`src/rtl/sprite_renderer.sv`:
```
// Sprite pixel writer: walks a W x H mask one pixel per clock and drives the
// VGA adapter's pixel-write port, clipping anything outside the 160x120 frame.
module sprite_renderer #(
  parameter int              W         = 8,
  parameter int              H         = 8,
  parameter logic [W*H-1:0]  SPRITE    = '1,
  parameter logic [2:0]      FG_COLOUR = 3'b111,
  parameter logic [2:0]      BG_COLOUR = 3'b000
) (
  input  logic       CLOCK_50,
  input  logic       reset,
  input  logic       req,
  input  logic       erase,
  input  logic [7:0] x_in,
  input  logic [6:0] y_in,
  output logic       busy,
  output logic       done,
  output logic [7:0] vga_x,
  output logic [6:0] vga_y,
  output logic [2:0] vga_colour,
  output logic       vga_plot
);

  typedef enum logic [1:0] {IDLE, RUN, DONE} state_t;

  localparam logic [3:0] COL_LAST = 4'(W - 1);
  localparam logic [3:0] ROW_LAST = 4'(H - 1);

  state_t          state, state_next;
  logic [7:0]      base_x;
  logic [6:0]      base_y;
  logic            erase_q;
  logic [3:0]      col, row;
  logic            last_col, last_pixel;
  logic [8:0]      sx;
  logic [7:0]      sy;
  logic [8:0]      pix_idx;
  logic [W*H-1:0]  pix_sel;
  logic            opaque;

  assign last_col   = (col == COL_LAST);
  assign last_pixel = last_col && (row == ROW_LAST);

  // Screen coordinates are one bit wider than the adapter's so clipping sees overflow.
  assign sx      = {1'b0, base_x} + {5'b0, col};
  assign sy      = {1'b0, base_y} + {4'b0, row};
  assign pix_idx = 9'(row) * 9'(W) + {5'b0, col};
  assign pix_sel = (W*H)'(1) << pix_idx;
  assign opaque  = |(SPRITE & pix_sel);

  always_ff @(posedge CLOCK_50) begin
    if (reset) begin
      state   <= IDLE;
      base_x  <= '0;
      base_y  <= '0;
      erase_q <= 1'b0;
      col     <= '0;
      row     <= '0;
    end else begin
      state <= state_next;
      case (state)
        IDLE: begin
          if (req) begin
            base_x  <= x_in;
            base_y  <= y_in;
            erase_q <= erase;
            col     <= '0;
            row     <= '0;
          end
        end
        RUN: begin
          if (last_pixel) begin
            col <= '0;
            row <= '0;
          end else if (last_col) begin
            col <= '0;
            row <= row + 4'd1;
          end else begin
            col <= col + 4'd1;
          end
        end
        default: ;
      endcase
    end
  end

  always_comb begin
    state_next = state;
    busy       = 1'b0;
    done       = 1'b0;
    vga_x      = '0;
    vga_y      = '0;
    vga_colour = '0;
    vga_plot   = 1'b0;
    case (state)
      IDLE: begin
        if (req) state_next = RUN;
      end
      RUN: begin
        busy       = 1'b1;
        vga_x      = sx[7:0];
        vga_y      = sy[6:0];
        vga_colour = erase_q ? BG_COLOUR : FG_COLOUR;
        vga_plot   = opaque && (sx < 9'd160) && (sy < 8'd120);
        if (last_pixel) state_next = DONE;
      end
      DONE: begin
        busy       = 1'b1;
        done       = 1'b1;
        state_next = IDLE;
      end
      default: state_next = IDLE;
    endcase
  end

endmodule

```
`config.mk`:
```
export PLATFORM = sky130hd
export DESIGN_NAME = sprite_renderer
export DESIGN_NICKNAME = d
export VERILOG_FILES = /design/src/rtl/sprite_renderer.sv
export SDC_FILE = /design/constraint.sdc
export NUM_CORES = 1
export LEC_CHECK = 0
export CORE_MARGIN = 8
export CORE_UTILIZATION = 45
export CTS_CLUSTER_SIZE = 30
export DETAILED_ROUTE_END_ITERATION = 8
export PLACE_DENSITY = 0.76
export RECOVER_POWER = 50
export SYNTH_ARGS = -nofsm -noshare
export SYNTH_HDL_FRONTEND = slang
export SYNTH_SLANG_ARGS = --single-unit
```
`constraint.sdc`:
```
create_clock -name CLOCK_50 -period 2.2 [get_ports CLOCK_50]
set_input_delay 0.44 -clock CLOCK_50 [delete_from_list [all_inputs] [get_ports CLOCK_50]]
set_output_delay 0.44 -clock CLOCK_50 [all_outputs]
set_load 0.05 [all_outputs]
```
-- Word-level counts from Yosys, hierarchy flattened
Cells that the tools add are included.
- $add $sub $neg: 5
- magnitude comparators: 2
- equality and inequality tests: 7
- shift operators: 1
- muxes and demuxes: 17
- reductions and logical operators: 11
- operators with widths (cell ; number):
    $reduce_or 64->1 ; 1
    $shl 1x8->64 const A ; 1
    $mux 4 ; 5
    $add 7x4->8 ; 2
    $pmux 4 s2 ; 2
    $add 8x4->9 ; 1
    $lt 9x8->1 const B ; 1
    $add 4x1->4 const B ; 2
    $eq 4x3->1 const B ; 2
    $lt 8x7->1 const B ; 1
    $mux 8 ; 1
    $mux 7 ; 1
    $mux 3 ; 2
    $reduce_and 2->1 ; 3
    $mux 2 ; 2
    $ne 2x2->1 const B ; 2
    $pmux 2 s2 ; 1
    $logic_and 1x1->1 ; 3
    $mux 1 ; 3
    $ne 3x3->1 const B ; 1
    $reduce_and 3->1 ; 1
    $eq 2x1->1 const B ; 1
    $eq 2x2->1 const B ; 1
    $logic_not 2->1 ; 1
    other kinds (2) ; 2
- bits in registers: 26
- input bits: 19

-- Depth between registers and ports, before layout
Gate-level depths: netlist of run 1.
- word-level depth: 6
- mapped depth: 8
- depth with buffers taken out: 7

-- Least setup slack after synthesis of run 1
No wires, ideal clock.
- path kind: register to output
- from: reg col[0]
- to: out vga_x[4]
- arrival time: 2.207 ns
- required time: 1.760 ns
- setup slack: -0.447 ns
- stages on the path, launching flop included: 7
- path buffers: 0
- path through: dfxtp_1 -> ha_1 -> fa_1 -> a211o_1 -> o211ai_1 -> nand2_1 -> a21oi_1
- word-level cells in the longest chain between the ends: 2
- ends and longest elaborated chain (what ; line ; text):
    start, declared ; 33 ; logic [3:0] col, row;
    start signal, assigned ; 79 ; col <= col + 4'd1;
    $add 8x4->9 ; 45 ; assign sx = {1'b0, base_x} + {5'b0, col};
    $mux 8 ; 95 ; case (state)
    end, declared ; 18 ; output logic [7:0] vga_x,
No other way between the ends.

-- Final worst setup path of run 1
- from: reg base_x[0]
- to: out vga_plot
- word-level cells in the longest chain between the ends: 5
- ends and longest elaborated chain (what ; line ; text):
    start, declared ; 30 ; logic [7:0] base_x;
    start signal, assigned ; 64 ; base_x <= x_in;
    $add 8x4->9 ; 45 ;
    $lt 9x8->1 ; 104 ; vga_plot = opaque && (sx < 9'd160) && (sy < 8'd120);
    $logic_and 1x1->1 (2 in series) ; 104 ;
    $mux 1 ; 95 ;
    end, declared ; 21 ; output logic vga_plot
No other way between the ends.

==> qor.yml, run 1 <==
hold_path:
  min_path_cells: 2
  hp-start: "erase_q"
  hold_path.class: "flip-flop to flip-flop"
  worst_hold_path.endpoint: "erase_q"
synth:
  synthAdderAreaFrac: 0.133
  synth_edf_count: 0
  yosys.cell_types.count: 39
  synth_top_family_by_area: "simple AND/OR/NAND/NOR gates"
  yosysWarnings: 0
  synth-seq-cells: 26
  synth_compound_area_frac: 0.179
  synth_simple_gate_area_frac: 0.262
  syn-cell-area_sq_um: 1710
  synth_ff_type: "dfxtp_1"
  synth.area.mux_share: 0.0176
  yosysSeqAreaShare: 0.305
  synth_xor_area_frac: 0.0616
  synthArstFlopShare: 0
  avgSynthCellArea_sq_um: 7.97
  netlist_instances: 214
  synth_fp_nets: 250
critical_path:
  arrival_ps: 2250
  worstPathMaxFanout: 3
  r2r_end: "row[2]"
  rrSetupSlack_ps: 490
  start_kind: "flip-flop"
  ff2ff_path_depth: 7
  worstSetupPathType: "flip-flop to output port"
  worst_ep_required_time_ps: 1760
  r2r_start: "state[1]"
  worstSetupEndpointType: "output port"
sta:
  rsz0062_at_grt: "true"
  finalCritPeriodShare: 1.22
  fin_skew_ps: 2.52
  worstMarginPinSlew_ps: 549
  slew_viol_final: 0
  final_hold_viol_count: 0
  setup_violations: 7
  finalSetupTns_ps: -1550
  slew_headroom: 0.633
  finalCriticalPeriod_ps: 2690
  fmax_mhz: 372
  worst_slack_ps: -486
cells_and_area:
  area_delta_synth_final_pct: 59.5
  n_fill_cell: 256
  utilization: 0.743
  final_area_sq_um: 2720
  fin_nets: 304
  final_common_cell: "nand2_1"
  drive_above_1_share: 0.361
  final_cell_mix: "nand2_1, a21oi_1, buf_4"
  diodes: 0
route:
  ant_nets: 0
  num_vias: 1683
  drtPass1Iterations: 4
  vias_per_cell: 5.36
  drt_iter0_markers: 97
  drc_errors: 0
  routedWlPerCell_microns: 15.5
  wirelength_microns: 4850
power_and_ir_drop:
  p_per_area_nw_per_um2: 533
  ir_drop_mv: 0.587
  leakagePower_nw: 1.11
floorplan:
  die_width_microns: 77.6
  die_y_microns: 77.6
  rows: 22
  io_pins: 40
  coreArea_sq_um: 3660
  dieArea_sq_um: 6020
  initial_core_util: 0.466
global_routing:
  gr-total-overflow: 0
  grt_pass1_wl_microns: 8000
  grt_max_degree: 27
  grt_pass1_vias: 1663
  grt.total_usage: 0.162
  antenna_found_initial: 0
cts:
  cts.sinks: 26
  clk_pin_slew_ps: 90
  clockBufferDepth: 2
  clk_latency_ps: 270
  root_buffer: "clkbuf_8"
  cts_tree: "yes"
  cts_hold_buf: 0
  htreeDepth: 1
  cts-buffers-inserted: 3
run_status:
  status: "finished with violations"
  violations: "negative setup slack"
placed_design:
  dpl_cell_area_sq_um: 2460
  dp_hpwl_microns: 3430
  portBuffers: 39
  gp_congestion: 0.845
job:
  drv_cap: 0
flip-flops by register name (all words and copies together) (netlist names):
name     cells
row          4
base_x       8
state        2
col          4
base_y       7
erase_q      1
worst max-delay path, cell delays in order (launching register included):
cell and delay, ps:
dfxtp_2 350, ha_4 160, fa_2 340, a211o_1 300, o211ai_1 170, o211a_1 180
o311a_1 160, and3_4 180, buf_12 130
metrics by stage:
step	total power, W	setup slack [ps]	hold slack [ps]	std cells
after floorplan	0.000909	-80.1	441	214
after global placement	0.00113	-126	448	309
after detailed placement	0.00115	-146	451	309
after CTS	0.00145	-442	478	313
after global routing	0.00153	-564	498	314
final	0.00145	-486	476	314
how the worst max path moves through the flow:
stage / from / end / slack (ps) / depth (start not counted)
2_1_floorplan: col[0] / vga_plot / -80 / 7
3_3_place_gp: base_x[0] / vga_plot / -130 / 8
3_5_place_dp: base_x[0] / vga_plot / -150 / 8
4_1_cts: base_x[0] / vga_plot / -440 / 8
5_1_grt: base_x[0] / vga_plot / -560 / 8
6_report: base_x[0] / vga_plot / -490 / 8
per-layer routing:
layer	routed length (microns)	vias to the layer above	track usage
li1	-	837	-
met1	1890	793	0.191
met2	2520	44	0.287
met3	366	9	0.0265
met4	80	0	0.0566
met5	0	-	0
layout make-up:
| type | count | area [sq um] | area share |
|---|---|---|---|
| tap | 48 | 60.1 | 0.0221 |
| timing repair buffer | 61 | 743 | 0.273 |
| multi-input combinational | 172 | 1310 | 0.482 |
| clock buffer | 3 | 41.3 | 0.0152 |
| inverter | 4 | 15.0 | 0.00552 |
| sequential | 26 | 549 | 0.202 |
Yosys cell counts (2+ instances only):
library cell | count | area, sq um
a21o_1 | 2 | 15.0
a21oi_1 | 30 | 150
and2_1 | 15 | 93.8
buf_2 | 2 | 10.0
buf_4 | 2 | 15.0
clkbuf_1 | 7 | 26.3
dfxtp_1 | 26 | 521
fa_1 | 2 | 40.0
ha_1 | 15 | 188
inv_1 | 4 | 15.0
mux2i_1 | 3 | 30.0
nand2_1 | 41 | 154
nand2b_1 | 2 | 12.5
nand3_1 | 10 | 50.1
nand4_1 | 2 | 12.5
nor2_1 | 8 | 30.0
nor2b_1 | 6 | 37.5
nor3_1 | 4 | 20.0
o211a_1 | 2 | 20.0
o211ai_1 | 2 | 15.0
xnor2_1 | 5 | 43.8
xor2_1 | 7 | 61.3
logic make-up (layout without fill, tap and decap cells):
| group | after synthesis | count (layout) |
|---|---|---|
| compound gates | 48 | 48 |
| xor+xnor | 12 | 12 |
| fa+ha+maj | 17 | 17 |
| buf+inv | 16 | 68 |
| flops | 26 | 26 |
| mux | 3 | 3 |
| simple gates | 92 | 92 |
power breakdown:
group          internal (W)  switching (W)
Combinational      0.000275       0.000344
Sequential         0.000510      0.0000482
Clock              0.000123       0.000151
Total              0.000908       0.000543
timing repair:
item	4_1_cts	5_1_grt
buffers inserted	1	1
resized for setup	32	20
pin swaps	6	9
setup endpoints to repair	11	12
Power figures use the tool's default switching activity.
==> run 2: changes to the inputs <==
--- a/config.mk
+++ b/config.mk
@@ -7,6 +7,7 @@
 export LEC_CHECK = 0
 export CORE_MARGIN = 8
 export CORE_UTILIZATION = 45
+export CTS_BUF_LIST = sky130_fd_sc_hd__clkbuf_16
 export CTS_CLUSTER_SIZE = 30
 export DETAILED_ROUTE_END_ITERATION = 8
 export PLACE_DENSITY = 0.76
==> qor.yml, run 2 (same netlist as run 1, synthesis figures left out) <==
placed_design:
  dpl_worst_slack_ps: -146
  gp_congestion: 0.845
  dp_hpwl_microns: 3430
  portBuffers: 39
cts:
  cts_tree: "yes"
  clk_pin_slew_ps: 60
  htreeDepth: 1
  cts-buffers-inserted: 3
  clockBufferDepth: 2
  clk_latency_ps: 260
  root_buffer: "clkbuf_16"
  cts.sinks: 26
cells_and_area:
  regMostFlops: "base_x"
  top_regs: "base_x (8), base_y (7)"
  fin_nets: 305
  diodes: 0
  n_fill_cell: 239
  drive_above_1_share: 0.382
  final_cell_mix: "nand2_1, a21oi_1, buf_4"
  area_delta_synth_final_pct: 64.1
  largest_reg_flops: 8
  final_common_cell: "nand2_1"
sta:
  finalCriticalPeriod_ps: 2680
  final_hold_viol_count: 0
  slew_headroom: 0.628
  worstMarginPinSlew_ps: 556
  setup_violations: 6
  worst_slack_ps: -479
  slew_viol_final: 0
  fin_skew_ps: 0.880
  fmax_mhz: 373
  rsz0062_at_grt: "true"
  finalCritPeriodShare: 1.22
route:
  drtPass1Iterations: 6
  routedWlPerCell_microns: 15.6
  ant_nets: 0
  vias_per_cell: 5.41
  drc_errors: 0
  num_vias: 1703
  wirelength_microns: 4920
  drt_iter0_markers: 90
critical_path:
  r2r_end: "row[0]"
  ff2ff_path_depth: 7
  start_kind: "flip-flop"
  r2r_start: "col[1]"
  worstSetupPathType: "flip-flop to output port"
  worstSetupEndpointType: "output port"
  worstPathMaxFanout: 3
  worst_ep_required_time_ps: 1760
  arrival_ps: 2240
  rrSetupSlack_ps: 500
floorplan:
  initial_core_util: 0.466
  dieArea_sq_um: 6020
  io_pins: 40
  die_y_microns: 77.6
  coreArea_sq_um: 3660
  die_width_microns: 77.6
  rows: 22
power_and_ir_drop:
  p_per_area_nw_per_um2: 569
  leakagePower_nw: 1.14
  ir_drop_mv: 0.618
  p_total_w: 0.00159
run_status:
  violations: "negative setup slack"
  status: "finished with violations"
global_routing:
  grt.total_usage: 0.163
  grt_pass1_wl_microns: 8070
  gr-total-overflow: 0
  grt_pass1_vias: 1693
  antenna_found_initial: 0
  grt_max_degree: 27
job:
  drv_cap: 0
hold_path:
  worst_hold_path.endpoint: "erase_q"
  min_path_cells: 2
  hold_path.class: "flip-flop to flip-flop"
  hp-start: "erase_q"
run 2: changes by cell type in the layout (fill, tap and decap cells not counted), sizes merged:
cell,delta
clkdlybuf4s50,-1
dlygate4sd3,+1
buf,+1
run 2: area by class of cell:
type                       instances  area (sq um)  share of cell area
multi-input combinational        172          1350               0.482
timing repair buffer              62           751               0.268
sequential                        26           549               0.196
clock buffer                       3          75.1              0.0268
tap                               48          60.1              0.0214
inverter                           4          15.0             0.00536
run 2: power by group:
group          total (W)  switching, W  internal (W)  leakage [nW]
Combinational   0.000633      0.000352      0.000281         0.886
Clock           0.000401      0.000160      0.000241        0.0370
Sequential      0.000560     0.0000505      0.000510         0.220
Total            0.00159      0.000562       0.00103          1.14
run 2: worst max path at each step:
stage | from | to
6_report | base_x[0] | vga_plot
5_1_grt | base_x[0] | vga_plot
4_1_cts | base_x[0] | vga_plot
3_5_place_dp | base_x[0] | vga_plot
3_3_place_gp | base_x[0] | vga_plot
2_1_floorplan | col[0] | vga_plot
run 2: metal layers:
layer / wire length [microns] / track usage / part of all wire / vias up
met1: 1970 / 0.189 / 0.40 / 800
li1: - / - / - / 839
met3: 292 / 0.0346 / 0.059 / 15
met2: 2510 / 0.282 / 0.51 / 49
met4: 146 / 0.0698 / 0.030 / 0
met5: 0 / 0 / 0 / -
run 2: timing repair:
item                       CTS  global route
hold buffers                 0             0
setup endpoints to repair    9            12
pin swaps                    3            13
gates resized for setup     26            33
gates cloned                 0             0
buffers inserted             1             3
run 2: through the flow:
stage | area [sq um] | utilization | hold slack [ps] | std cells | TNS, ps
after floorplan | 1720 | - | 441 | 214 | -140
after global placement | 2460 | 0.671 | 448 | 309 | -126
after detailed placement | 2460 | 0.671 | 451 | 309 | -252
after CTS | 2670 | 0.729 | 475 | 313 | -1200
after global routing | 2800 | 0.765 | 493 | 315 | -2000
final | 2800 | 0.765 | 476 | 315 | -1410
run 2: critical path, stage by stage (launching register included):
cell and delay (ps):
dfxtp_2 340, ha_4 160, fa_2 350, a211o_1 310, o211ai_1 170, o211a_1 180
o311a_1 160, and3_4 180, buf_12 130
